==> src/rtl/vga_timing_if.sv <==
// vga_timing_if: composer handshake and video outputs of the VGA timing generator
interface vga_timing_if;
  logic       enable;
  logic       interlaced;
  logic [7:0] display_data;
  logic       display_next_pixel;
  logic       display_next_line;
  logic       display_next_frame;
  logic       display_current_field;
  logic       hsync_n;
  logic       vsync_n;
  logic       de;
  logic [7:0] pixel_out;
  modport master (
    input  enable, interlaced, display_data,
    output display_next_pixel, display_next_line, display_next_frame, display_current_field,
    output hsync_n, vsync_n, de, pixel_out
  );
  modport slave (
    output enable, interlaced, display_data,
    input  display_next_pixel, display_next_line, display_next_frame, display_current_field,
    input  hsync_n, vsync_n, de, pixel_out
  );
endinterface

==> src/rtl/vga_timing_gen.sv <==
// vga_timing_gen: VGA raster counters, composer strobes and pipelined sync/de/pixel outputs
module vga_timing_gen #(
  parameter int H_ACTIVE   = 640,
  parameter int H_FRONT    = 16,
  parameter int H_SYNC     = 96,
  parameter int H_BACK     = 48,
  parameter int V_ACTIVE   = 480,
  parameter int V_FRONT    = 10,
  parameter int V_SYNC     = 2,
  parameter int V_BACK     = 33,
  parameter int PIPE_DELAY = 2
) (
  input  logic          clk,
  input  logic          rst,
  vga_timing_if.master  bus
);
  localparam int H_TOTAL = H_ACTIVE + H_FRONT + H_SYNC + H_BACK;
  localparam int V_TOTAL = V_ACTIVE + V_FRONT + V_SYNC + V_BACK;
  localparam int HW = $clog2(H_TOTAL + 1);
  localparam int VW = $clog2(V_TOTAL + 1);
  localparam int SW = 3 * PIPE_DELAY;
  logic [HW-1:0] h_q, h_d;
  logic [VW-1:0] v_q, v_d;
  logic          field_q, field_d;
  logic [SW-1:0] sr_q, sr_d;
  logic          de_q, de_d, hs_n_q, hs_n_d, vs_n_q, vs_n_d;
  logic [7:0]    pix_q, pix_d;
  logic          en, h_last, v_last;
  logic [2:0]    raw, dly;
  // raw/dly pack {active, hsync, vsync}; the shift register moves one triple per clock
  always_comb begin
    en      = bus.enable;
    h_last  = h_q == HW'(H_TOTAL - 1);
    v_last  = v_q == VW'(V_TOTAL - 1);
    h_d     = (!en || h_last) ? '0 : h_q + 1'b1;
    v_d     = !en ? '0 : !h_last ? v_q : v_last ? '0 : v_q + 1'b1;
    field_d = !en ? field_q : !bus.interlaced ? 1'b0 : (h_last && v_last) ? ~field_q : field_q;
    raw[2]  = en && h_q < HW'(H_ACTIVE) && v_q < VW'(V_ACTIVE);
    raw[1]  = en && h_q >= HW'(H_ACTIVE + H_FRONT) && h_q < HW'(H_ACTIVE + H_FRONT + H_SYNC);
    raw[0]  = en && v_q >= VW'(V_ACTIVE + V_FRONT) && v_q < VW'(V_ACTIVE + V_FRONT + V_SYNC);
    sr_d    = SW'({sr_q, raw});
    dly     = sr_q[SW-1 -: 3];
    de_d    = dly[2];
    hs_n_d  = ~dly[1];
    vs_n_d  = ~dly[0];
    pix_d   = dly[2] ? bus.display_data : 8'h00;
  end
  always_ff @(posedge clk) begin
    if (rst) begin
      h_q     <= '0;
      v_q     <= '0;
      field_q <= 1'b0;
      sr_q    <= '0;
      de_q    <= 1'b0;
      hs_n_q  <= 1'b1;
      vs_n_q  <= 1'b1;
      pix_q   <= 8'h00;
    end else begin
      h_q     <= h_d;
      v_q     <= v_d;
      field_q <= field_d;
      sr_q    <= sr_d;
      de_q    <= de_d;
      hs_n_q  <= hs_n_d;
      vs_n_q  <= vs_n_d;
      pix_q   <= pix_d;
    end
  end
  assign bus.display_next_pixel    = en;
  assign bus.display_next_line     = en && h_last;
  assign bus.display_next_frame    = en && h_last && v_last;
  assign bus.display_current_field = field_q;
  assign bus.de                    = de_q;
  assign bus.hsync_n               = hs_n_q;
  assign bus.vsync_n               = vs_n_q;
  assign bus.pixel_out             = pix_q;
endmodule
==> src/flat_wrapper.sv <==
// flat-port wrapper written by rule: the top's interface ports become plain ports
module vga_timing_gen_flat 
#(
  parameter int H_ACTIVE   = 640,
  parameter int H_FRONT    = 16,
  parameter int H_SYNC     = 96,
  parameter int H_BACK     = 48,
  parameter int V_ACTIVE   = 480,
  parameter int V_FRONT    = 10,
  parameter int V_SYNC     = 2,
  parameter int V_BACK     = 33,
  parameter int PIPE_DELAY = 2
)
  (clk, rst, bus_enable, bus_interlaced, bus_display_data, bus_display_next_pixel, bus_display_next_line, bus_display_next_frame, bus_display_current_field, bus_hsync_n, bus_vsync_n, bus_de, bus_pixel_out);
  vga_timing_if bus_i ();
  input  logic clk;
  input  logic rst;
  input wire logic [$bits(bus_i.enable)-1:0] bus_enable;
  input wire logic [$bits(bus_i.interlaced)-1:0] bus_interlaced;
  input wire logic [$bits(bus_i.display_data)-1:0] bus_display_data;
  output wire logic [$bits(bus_i.display_next_pixel)-1:0] bus_display_next_pixel;
  output wire logic [$bits(bus_i.display_next_line)-1:0] bus_display_next_line;
  output wire logic [$bits(bus_i.display_next_frame)-1:0] bus_display_next_frame;
  output wire logic [$bits(bus_i.display_current_field)-1:0] bus_display_current_field;
  output wire logic [$bits(bus_i.hsync_n)-1:0] bus_hsync_n;
  output wire logic [$bits(bus_i.vsync_n)-1:0] bus_vsync_n;
  output wire logic [$bits(bus_i.de)-1:0] bus_de;
  output wire logic [$bits(bus_i.pixel_out)-1:0] bus_pixel_out;
  assign bus_i.enable = bus_enable;
  assign bus_i.interlaced = bus_interlaced;
  assign bus_i.display_data = bus_display_data;
  assign bus_display_next_pixel = bus_i.display_next_pixel;
  assign bus_display_next_line = bus_i.display_next_line;
  assign bus_display_next_frame = bus_i.display_next_frame;
  assign bus_display_current_field = bus_i.display_current_field;
  assign bus_hsync_n = bus_i.hsync_n;
  assign bus_vsync_n = bus_i.vsync_n;
  assign bus_de = bus_i.de;
  assign bus_pixel_out = bus_i.pixel_out;
  vga_timing_gen #(.H_ACTIVE(H_ACTIVE), .H_FRONT(H_FRONT), .H_SYNC(H_SYNC), .H_BACK(H_BACK), .V_ACTIVE(V_ACTIVE), .V_FRONT(V_FRONT), .V_SYNC(V_SYNC), .V_BACK(V_BACK), .PIPE_DELAY(PIPE_DELAY)) u_core (.clk(clk), .rst(rst), .bus(bus_i));
endmodule
==> config.mk <==
export PLATFORM = sky130hd
export DESIGN_NAME = vga_timing_gen_flat
export DESIGN_NICKNAME = d
export VERILOG_FILES = /design/src/rtl/vga_timing_if.sv /design/src/rtl/vga_timing_gen.sv /design/src/flat_wrapper.sv
export SDC_FILE = /design/constraint.sdc
export NUM_CORES = 1
export LEC_CHECK = 0
export BUFFER_PORTS_ARGS = -buffer_cell sky130_fd_sc_hd__buf_2
export CAP_MARGIN = 20
export CORE_MARGIN = 5
export CORE_UTILIZATION = 25
export DETAILED_ROUTE_END_ITERATION = 16
export GPL_TIMING_DRIVEN = 0
export PLACE_DENSITY = 0.42
export SYNTH_ARGS = -nofsm -noshare
export SYNTH_HDL_FRONTEND = slang
export SYNTH_SLANG_ARGS = --single-unit
==> constraint.sdc <==
create_clock -name clk -period 2.7 [get_ports clk]
set_input_delay 0.27 -clock clk [delete_from_list [all_inputs] [get_ports clk]]
set_output_delay 0.27 -clock clk [all_outputs]
set_load 0.05 [all_outputs]
---- After elaboration in Yosys (flattened, before gate mapping) ----
Cells that the tools add are included.
storage, ports and cells
  output and inout port bits .............. 15
  logic and storage cells ................. 42
  input bits .............................. 12
  flip-flop bits (word level) ............. 38
operators by class
  mux-type cells .......................... 3
  bitwise operators ....................... 5
  eq/ne operators ......................... 3
  $add $sub $neg .......................... 2
  $lt $le $gt $ge ......................... 6
  reductions and logical operators ........ 15
operators by type and width
  operator                 number
  $add A10 B1 Y10 const B  2
  $eq A10 B10 Y1 const B   2
  $lt A10 B10 Y1 const B   2
  $lt A10 B9 Y1 const B    2
  $ge A10 B10 Y1 const B   1
  $ge A10 B9 Y1 const B    1
  $mux W10                 1
  $logic_and A1 B1 Y1      9
  $reduce_or A2 Y1         3
  $not A1 Y1               5
  $mux W1                  2
  $ne A2 B1 Y1 const B     1
  $reduce_and A2 Y1        1
  $logic_not A1 Y1         1
  $logic_or A1 B1 Y1       1

---- Longest topological paths before layout ----
Gate-level depths: netlist of run 1.
  word-level depth ........................ 4
  depth in mapped cells ................... 7
  mapped depth without buffers ............ 6

---- Least setup slack after synthesis of run 1 ----
Ideal clock, no wire load.
  kind .................................... flip-flop to output port
  start point ............................. reg u_core.h_q[5]
  end point ............................... out bus_display_next_frame
  cell stages (with the launch flop) ...... 5
  data required time ...................... 2.430 ns
  data arrival time ....................... 2.032 ns
  setup slack ............................. 0.398 ns
  path buffers ............................ 1
  cells stage by stage .................... dfxtp_1 -> or4b_1 -> buf_2 -> or3_4 -> nor2_1
on the way
  word-level cells in the longest chain between the ends .. 3
RTL lines
  what                              RTL line              text
  from (decl)                       vga_timing_gen.sv:22  logic [HW-1:0] h_q, h_d;
  from (signal assigned)            vga_timing_gen.sv:50  h_q <= '0;
  from (signal assigned)            vga_timing_gen.sv:59  h_q <= h_d;
  $eq A10 B10 Y1                    vga_timing_gen.sv:33  h_last = h_q == HW'(H_TOTAL - 1);
  $logic_and A1 B1 Y1 (2 in a row)  vga_timing_gen.sv:71  assign bus.display_next_frame = en && h_last && v_last;
  to (decl)                         flat_wrapper.sv:23    output wire logic [$bits(bus_i.display_next_frame)-1:0] bus_display_next_frame;
No other way between the ends.

---- Worst setup path after layout of run 1 ----
Same ends and word-level chain as after synthesis.

==> results.sh, run 1 <==
export IMPL_status="completed"
export IMPL_synth_area_um2=1500
export IMPL_crit_start="u_core.h_q[5]$_SDFF_PP0_"
export IMPL_max_cap_violations=0
export IMPL_met2_length_mm=1.35
export IMPL_final_nets=208
export IMPL_min_delay_start="bus_display_data[0]"
export IMPL_cts_resized=0
export IMPL_fp_row_count=28
export IMPL_yosysTopAreaCellShare_pct=50.7
export IMPL_grt_max_degree=14
export IMPL_cpPeakStageDelay_ns=0.52
export IMPL_r2r_end="u_core.v_q[0]$_SDFFE_PP0N_"
export IMPL_fp_dieH_um=87.5
export IMPL_final_common_cell="dfxtp_1"
export IMPL_post_dp_hpwl_mm=2.30
export IMPL_fin_area_um2=1860
export IMPL_worst_pin_slew_ns=0.422
export IMPL_yosys_warnings=0
export IMPL_grt_pass1_wl_mm=5.38
export IMPL_clkSinkCount=38
export IMPL_place_area_um2=1730
export IMPL_vias_per_cell=4.38
export IMPL_setup_tns_ns=0
export IMPL_clk_path_buf_depth=2
export IMPL_clk_latency_ns=0.29
export IMPL_async_reset_ff_share_pct=0
export IMPL_drc_errors=0
export IMPL_reg2reg_depth=6
export IMPL_routed_wl_mm=3.18
export IMPL_irDropWorstVdd_v=0.000323
export IMPL_crit_arrival_ns=2.14
export IMPL_ctsHoldBuffers=0
export IMPL_p_per_area_nw_per_um2=642
export IMPL_core_um2=5890
export IMPL_drive_gt1_share_pct=21.8
export IMPL_crit_path_max_fanout=7
export IMPL_setup_violations_final=0
export IMPL_synth_edff_count=0
export IMPL_rr_startpoint="u_core.h_q[5]$_SDFF_PP0_"
export IMPL_max_freq_mhz=415
export IMPL_layout_common_cells="38 x dfxtp_1, 28 x buf_2, 16 x nor2_1"
export IMPL_antenna_found_initial=0
export IMPL_worstPathRequired_ns=2.43
export IMPL_skew_ns=0.00622
export IMPL_crit_path_start_kind="register"
export IMPL_holdPathStages=2
export IMPL_met3WireLength_um=246
export IMPL_gp_congestion=0.688
export IMPL_grt_pass1_vias=1151
export IMPL_first_pass_iters=4
export IMPL_period_needed_ns=2.41
export IMPL_cts_setup_buffers=0
export IMPL_track_usage_pct=8.98
export IMPL_synth_distinct_cells=33
export IMPL_area_growth_pct=24.1
export IMPL_power_mw=1.20
export IMPL_hold_viol=0
export IMPL_drt_iter0_markers=29
export IMPL_min_path_type="in2reg"
export IMPL_grt_ovfl_total=0
export IMPL_num_io_pins=27
export IMPL_synth_fp_nets=175
export IMPL_ys_flop_type="dfxtp_1"
export IMPL_slowest_stage="or4b_1"
export IMPL_criticalPathCategory="reg2out"
export IMPL_h_tree_depth=2
export IMPL_clk_pin_slew_ns=0.08
export IMPL_cts_tree="built"
export IMPL_path_common_cell="buf_2"
export IMPL_syn_instance_count=159
export IMPL_portBuffers=26
export IMPL_power_leakage_nw=0.715
export IMPL_rsz0062_at_grt="no"
export IMPL_whs_endpoint="u_core.bus.pixel_out[0]$_SDFF_PP0_"
export IMPL_wl_met1_mm=1.52
export IMPL_setup_slack_ns=0.293
export IMPL_antennaDiodeCount=0
export IMPL_num_vias=1174
export IMPL_maxSlewHeadroom_pct=71.9
export IMPL_start_util_pct=25.5
export IMPL_ys_seq_area_share_pct=50.7
export IMPL_synth_seq_cells=38
export IMPL_pre_cts_slack_ns=0.491
export IMPL_min_period_over_period_pct=89.1
export IMPL_dieWidth_um=87.5
export IMPL_root_buffer="clkbuf_8"
export IMPL_worstSetupEndpointType="output port"
export IMPL_ys_top_cells_by_area="dfxtp_1 51%, xor2_1 4.1%, nor2_1 4.0%"
export IMPL_routedWlPerCell_um=11.9
export IMPL_dieArea_um2=7660
export IMPL_drtAntennaViolNets=0
export IMPL_maxSlewViolCount=0
export IMPL_yosys_area_top_type="dfxtp_1"
export IMPL_syn_area_per_cell_um2=9.44
export IMPL_path_cells="or4b_1 > buf_2 > or3_4 > nor2_1 > buf_2"
export IMPL_dr_max_layer_used="met4"
export IMPL_cts_buffers=5
export IMPL_reg2reg_slack_ns=0.52
## routing by layer
| layer | track usage [%] | vias to the layer above |
|---|---|---|
| met5 | 0 | - |
| met4 | 4.18 | 0 |
| met3 | 2.65 | 8 |
| met2 | 14.4 | 28 |
| met1 | 11.0 | 530 |
| li1 | - | 608 |
## critical path, delay by kind of cell, from the launching register on
family | cells | cell delay (ns)
and+or+nand+nor | 3 | 1.04
buffers and inverters | 2 | 0.45
DFF | 1 | 0.35
## power by group
part           leakage (nW)  total, mW  internal (mW)  switching (mW)
Combinational         0.339     0.0405         0.0139          0.0266
Sequential            0.307      0.567          0.565         0.00238
Clock                0.0683      0.589          0.370           0.219
## Yosys cell counts, types with 4 or more instances
cell type and instances:
a21oi_1 5, and2_1 8, and3_1 4, dfxtp_1 38
ha_1 4, inv_1 7, nand2_1 7, nand2b_1 4
nand3_1 10, nor2_1 16, nor2b_1 5, nor4_1 4
o21ai_0 4, or3_1 6, xnor2_1 6, xor2_1 7
## sequential cells by signal, summed over array words and instances, names as in the netlist
name,cells
u_core.h_q,10
u_core.v_q,10
u_core.bus.pixel_out,8
u_core.sr_q,6
u_core.bus.de,1
u_core.bus.display_current_field,1
u_core.bus.hsync_n,1
u_core.bus.vsync_n,1
## cell type report
class                   count  area [µm²]
clock buffers               5        68.8
multi-input cells         109         689
repair buffers             26         130
inverters                   7        26.3
flip-flops and latches     38         761
well taps                  75        93.8
plain buffers               5        25.0
fillers                   650        4020
clock inverters             3        68.8
## worst max-delay path by stage
stage               slack (ns)                          to
finish                    0.29      bus_display_next_frame
global route              0.20      bus_display_next_frame
CTS                       0.28      bus_display_next_frame
detailed placement        0.49  u_core.v_q[0]$_SDFFE_PP0N_
global placement          0.49  u_core.v_q[0]$_SDFFE_PP0N_
floorplan                 0.40      bus_display_next_frame
## metrics by stage
| stage | hold WS [ns] | cells | utilization [%] |
|---|---|---|---|
| 3_5_place_dp | 0.363 | 260 | 29.3 |
| 3_3_place_gp | 0.359 | 260 | 29.3 |
| 2_1_floorplan | 0.339 | 159 | - |
| 6_report | 0.172 | 268 | 31.7 |
| 5_1_grt | 0.163 | 268 | 31.7 |
| 4_1_cts | 0.160 | 268 | 31.7 |
## cells by family after synthesis
group / share of synthesized area (%)
xor+xnor: 7.58
simple gates: 30.5
flops: 50.7
compound gates: 4.50
fa+ha+maj: 3.33
buf+inv: 3.42
Note: power is estimated with default switching activity, not from simulation.
==> run 2, diff against run 1 <==
- ABC_AREA: unset -> 1
==> run 2 against run 1 <==
  * Via count grew 22%
  * Sequential power is essentially flat
  * Hold slack gained 0.011 ns
  * Core utilization shrank 0.78 points
  * Register-to-register slack gained 0.60 ns
  * Combinational power grew 5.9%
  * Sequential cell count is the same
  * Sequential share of layout area shrank 2.5 points
  * Design area grew 6.4%
  * Largest power group is now registers
==> results.sh, run 2 <==
export IMPL_grt_pass1_vias=1344
export IMPL_layout_common_cells="45 x nand2_1, 42 x inv_1, 38 x dfxtp_1"
export IMPL_dpl_cell_count=335
export IMPL_grt_ovfl_total=0
export IMPL_max_cap_violations=0
export IMPL_start_util_pct=25.9
export IMPL_dieArea_um2=8380
export IMPL_synth_seq_cells=38
export IMPL_skew_ns=0.00346
export IMPL_fp_dieH_um=91.5
export IMPL_core_um2=6420
export IMPL_routed_wl_mm=3.57
export IMPL_yosys_warnings=0
export IMPL_setup_violations_final=0
export IMPL_grt_max_degree=13
export IMPL_synth_common_cells="45 x nand2_1, 42 x inv_1, 38 x dfxtp_1"
export IMPL_clk_path_buf_depth=2
export IMPL_cts_resized=0
export IMPL_track_usage_pct=9.05
export IMPL_r2r_end="u_core.v_q[5]$_SDFFE_PP0N_"
export IMPL_yosysTopAreaCellShare_pct=45.8
export IMPL_worst_pin_slew_ns=0.433
export IMPL_path_cells="ha_1 > nand2_1 > nor2_4 > nand3_2 > buf_6 > nor3_1 > buf_2"
export IMPL_crit_family="simple AND/OR/NAND/NOR gates"
export IMPL_yosys_area_top_type="dfxtp_1"
export IMPL_first_pass_iters=5
export IMPL_async_reset_ff_share_pct=0
export IMPL_maxSlewHeadroom_pct=70.8
export IMPL_final_nets=281
export IMPL_drtAntennaViolNets=0
export IMPL_fp_row_count=29
export IMPL_worstPathRequired_ns=2.43
export IMPL_syn_instance_count=232
export IMPL_p_per_area_nw_per_um2=516
export IMPL_cts_setup_buffers=0
export IMPL_ys_seq_area_share_pct=45.8
export IMPL_post_dp_hpwl_mm=2.68
export IMPL_routedWlPerCell_um=10.4
export IMPL_dieWidth_um=91.5
export IMPL_min_path_type="in2reg"
export IMPL_crit_arrival_ns=1.88
export IMPL_clk_latency_ns=0.28
export IMPL_yosysMostFrequentCell="nand2_1"
export IMPL_period_needed_ns=2.15
export IMPL_ctsHoldBuffers=0
export IMPL_worstSetupEndpointType="output port"
export IMPL_rsz0062_at_grt="no"
export IMPL_setup_worst_path_end="bus_display_next_frame"
export IMPL_crit_start="u_core.h_q[0]$_SDFF_PP0_"
export IMPL_vias_per_cell=4.17
export IMPL_drt_iter0_markers=38
export IMPL_grt_pass1_wl_mm=6.12
export IMPL_crit_path_max_fanout=10
export IMPL_syn_area_per_cell_um2=7.16
export IMPL_cts_buffers=5
export IMPL_synth_fp_nets=248
export IMPL_antennaDiodeCount=0
export IMPL_hold_viol=0
export IMPL_drc_errors=0
export IMPL_reg2reg_depth=7
export IMPL_area_growth_pct=19.4
export IMPL_setup_tns_ns=0
export IMPL_clkSinkCount=38
export IMPL_crit_path_start_kind="register"
export IMPL_cpPeakStageDelay_ns=0.38
export IMPL_irDropWorstVdd_v=0.000174
export IMPL_power_leakage_nw=0.847
export IMPL_synth_edff_count=0
export IMPL_final_cells=343
export IMPL_rr_startpoint="u_core.v_q[0]$_SDFFE_PP0N_"
export IMPL_reg2reg_slack_ns=1.12
export IMPL_timing_critical_path_buf_inv=2
export IMPL_ys_flop_type="dfxtp_1"
export IMPL_ys_top_cells_by_area="dfxtp_1 46%, nand2_1 10%, inv_1 9.5%"
export IMPL_portBuffers=26
export IMPL_final_common_cell="nand2_1"
export IMPL_gp_congestion=0.791
export IMPL_drive_gt1_share_pct=17.3
export IMPL_max_freq_mhz=466
export IMPL_status="completed"
export IMPL_root_buffer="clkbuf_8"
export IMPL_maxSlewViolCount=0
export IMPL_cts_tree="built"
export IMPL_min_period_over_period_pct=79.5
export IMPL_crit_cells=7
export IMPL_synth_distinct_cells=24
export IMPL_clk_pin_slew_ns=0.08
export IMPL_antenna_found_initial=0
export IMPL_h_tree_depth=2
export IMPL_num_vias=1432
export IMPL_num_io_pins=27
export IMPL_slowest_stage="dfxtp_1"
export IMPL_criticalPathCategory="reg2out"
export IMPL_synth_area_um2=1660
## run 2: cell count changes after synthesis, moves of 5 or more
cell	before	now
and2_1	8	0
inv_1	7	42
nand2_1	7	45
nand3_1	10	16
nor2_1	16	37
nor2b_1	5	0
nor3_1	2	11
or3_1	6	0
xnor2_1	6	0
xor2_1	7	1
## run 2: logic make-up (layout without fill, tap and decap cells)
family / after synthesis / count (layout) / synth area share [%]
fa+ha+maj: 4 / 4 / 3.01
xor+xnor: 1 / 1 / 0.527
simple gates: 127 / 127 / 34.6
buf+inv: 47 / 81 / 11.4
flops: 38 / 38 / 45.8
compound gates: 15 / 15 / 4.74
## run 2: area by class of cell
type,count,area [µm²]
inverter,44,165
buffer,3,23.8
timing repair buffer,26,130
sequential,38,761
clock inverter,2,12.5
tap,77,96.3
multi-input combinational,147,712
clock buffer,6,82.6
fill,694,4440
## run 2: worst min-delay path by stage
stage                                    from                            endpoint  slack [ns]  depth (start not counted)
finish                                    rst           u_core.sr_q[4]$_SDFF_PP0_        0.18                          2
global route              bus_display_data[7]  u_core.bus.pixel_out[7]$_SDFF_PP0_        0.18                          3
CTS                       bus_display_data[1]  u_core.bus.pixel_out[1]$_SDFF_PP0_        0.18                          3
detailed placement  u_core.sr_q[3]$_SDFF_PP0_       u_core.bus.vsync_n$_SDFF_PP1_        0.36                          1
global placement    u_core.sr_q[3]$_SDFF_PP0_       u_core.bus.vsync_n$_SDFF_PP1_        0.35                          1
floorplan                                 rst           u_core.sr_q[3]$_SDFF_PP0_        0.34                          1
## run 2: power breakdown
group	leakage, nW	switching, mW	internal, mW
logic	0.493	0.0295	0.0135
clock network	0.0472	0.207	0.205
registers	0.307	0.00200	0.565
total	0.847	0.239	0.784
## run 2: stage by stage
step | util, % | cell area [µm²] | hold slack, ns | power [mW] | setup WS [ns]
2_1_floorplan | - | 1660 | 0.341 | 0.607 | 0.365
6_report | 30.9 | 1980 | 0.184 | 1.02 | 0.554
3_3_place_gp | 29.4 | 1890 | 0.355 | 0.624 | 0.863
4_1_cts | 30.9 | 1980 | 0.176 | 1.04 | 0.538
5_1_grt | 30.9 | 1980 | 0.177 | 1.07 | 0.445
3_5_place_dp | 29.4 | 1890 | 0.356 | 0.624 | 0.863
## run 2: metal layers
layer	global-route usage (%)	vias to the layer above	part of all wire, %
li1	-	786	-
met1	11.9	628	52
met2	14.1	16	44
met3	2.48	2	2.8
met4	3.39	0	0.90
met5	0	-	0
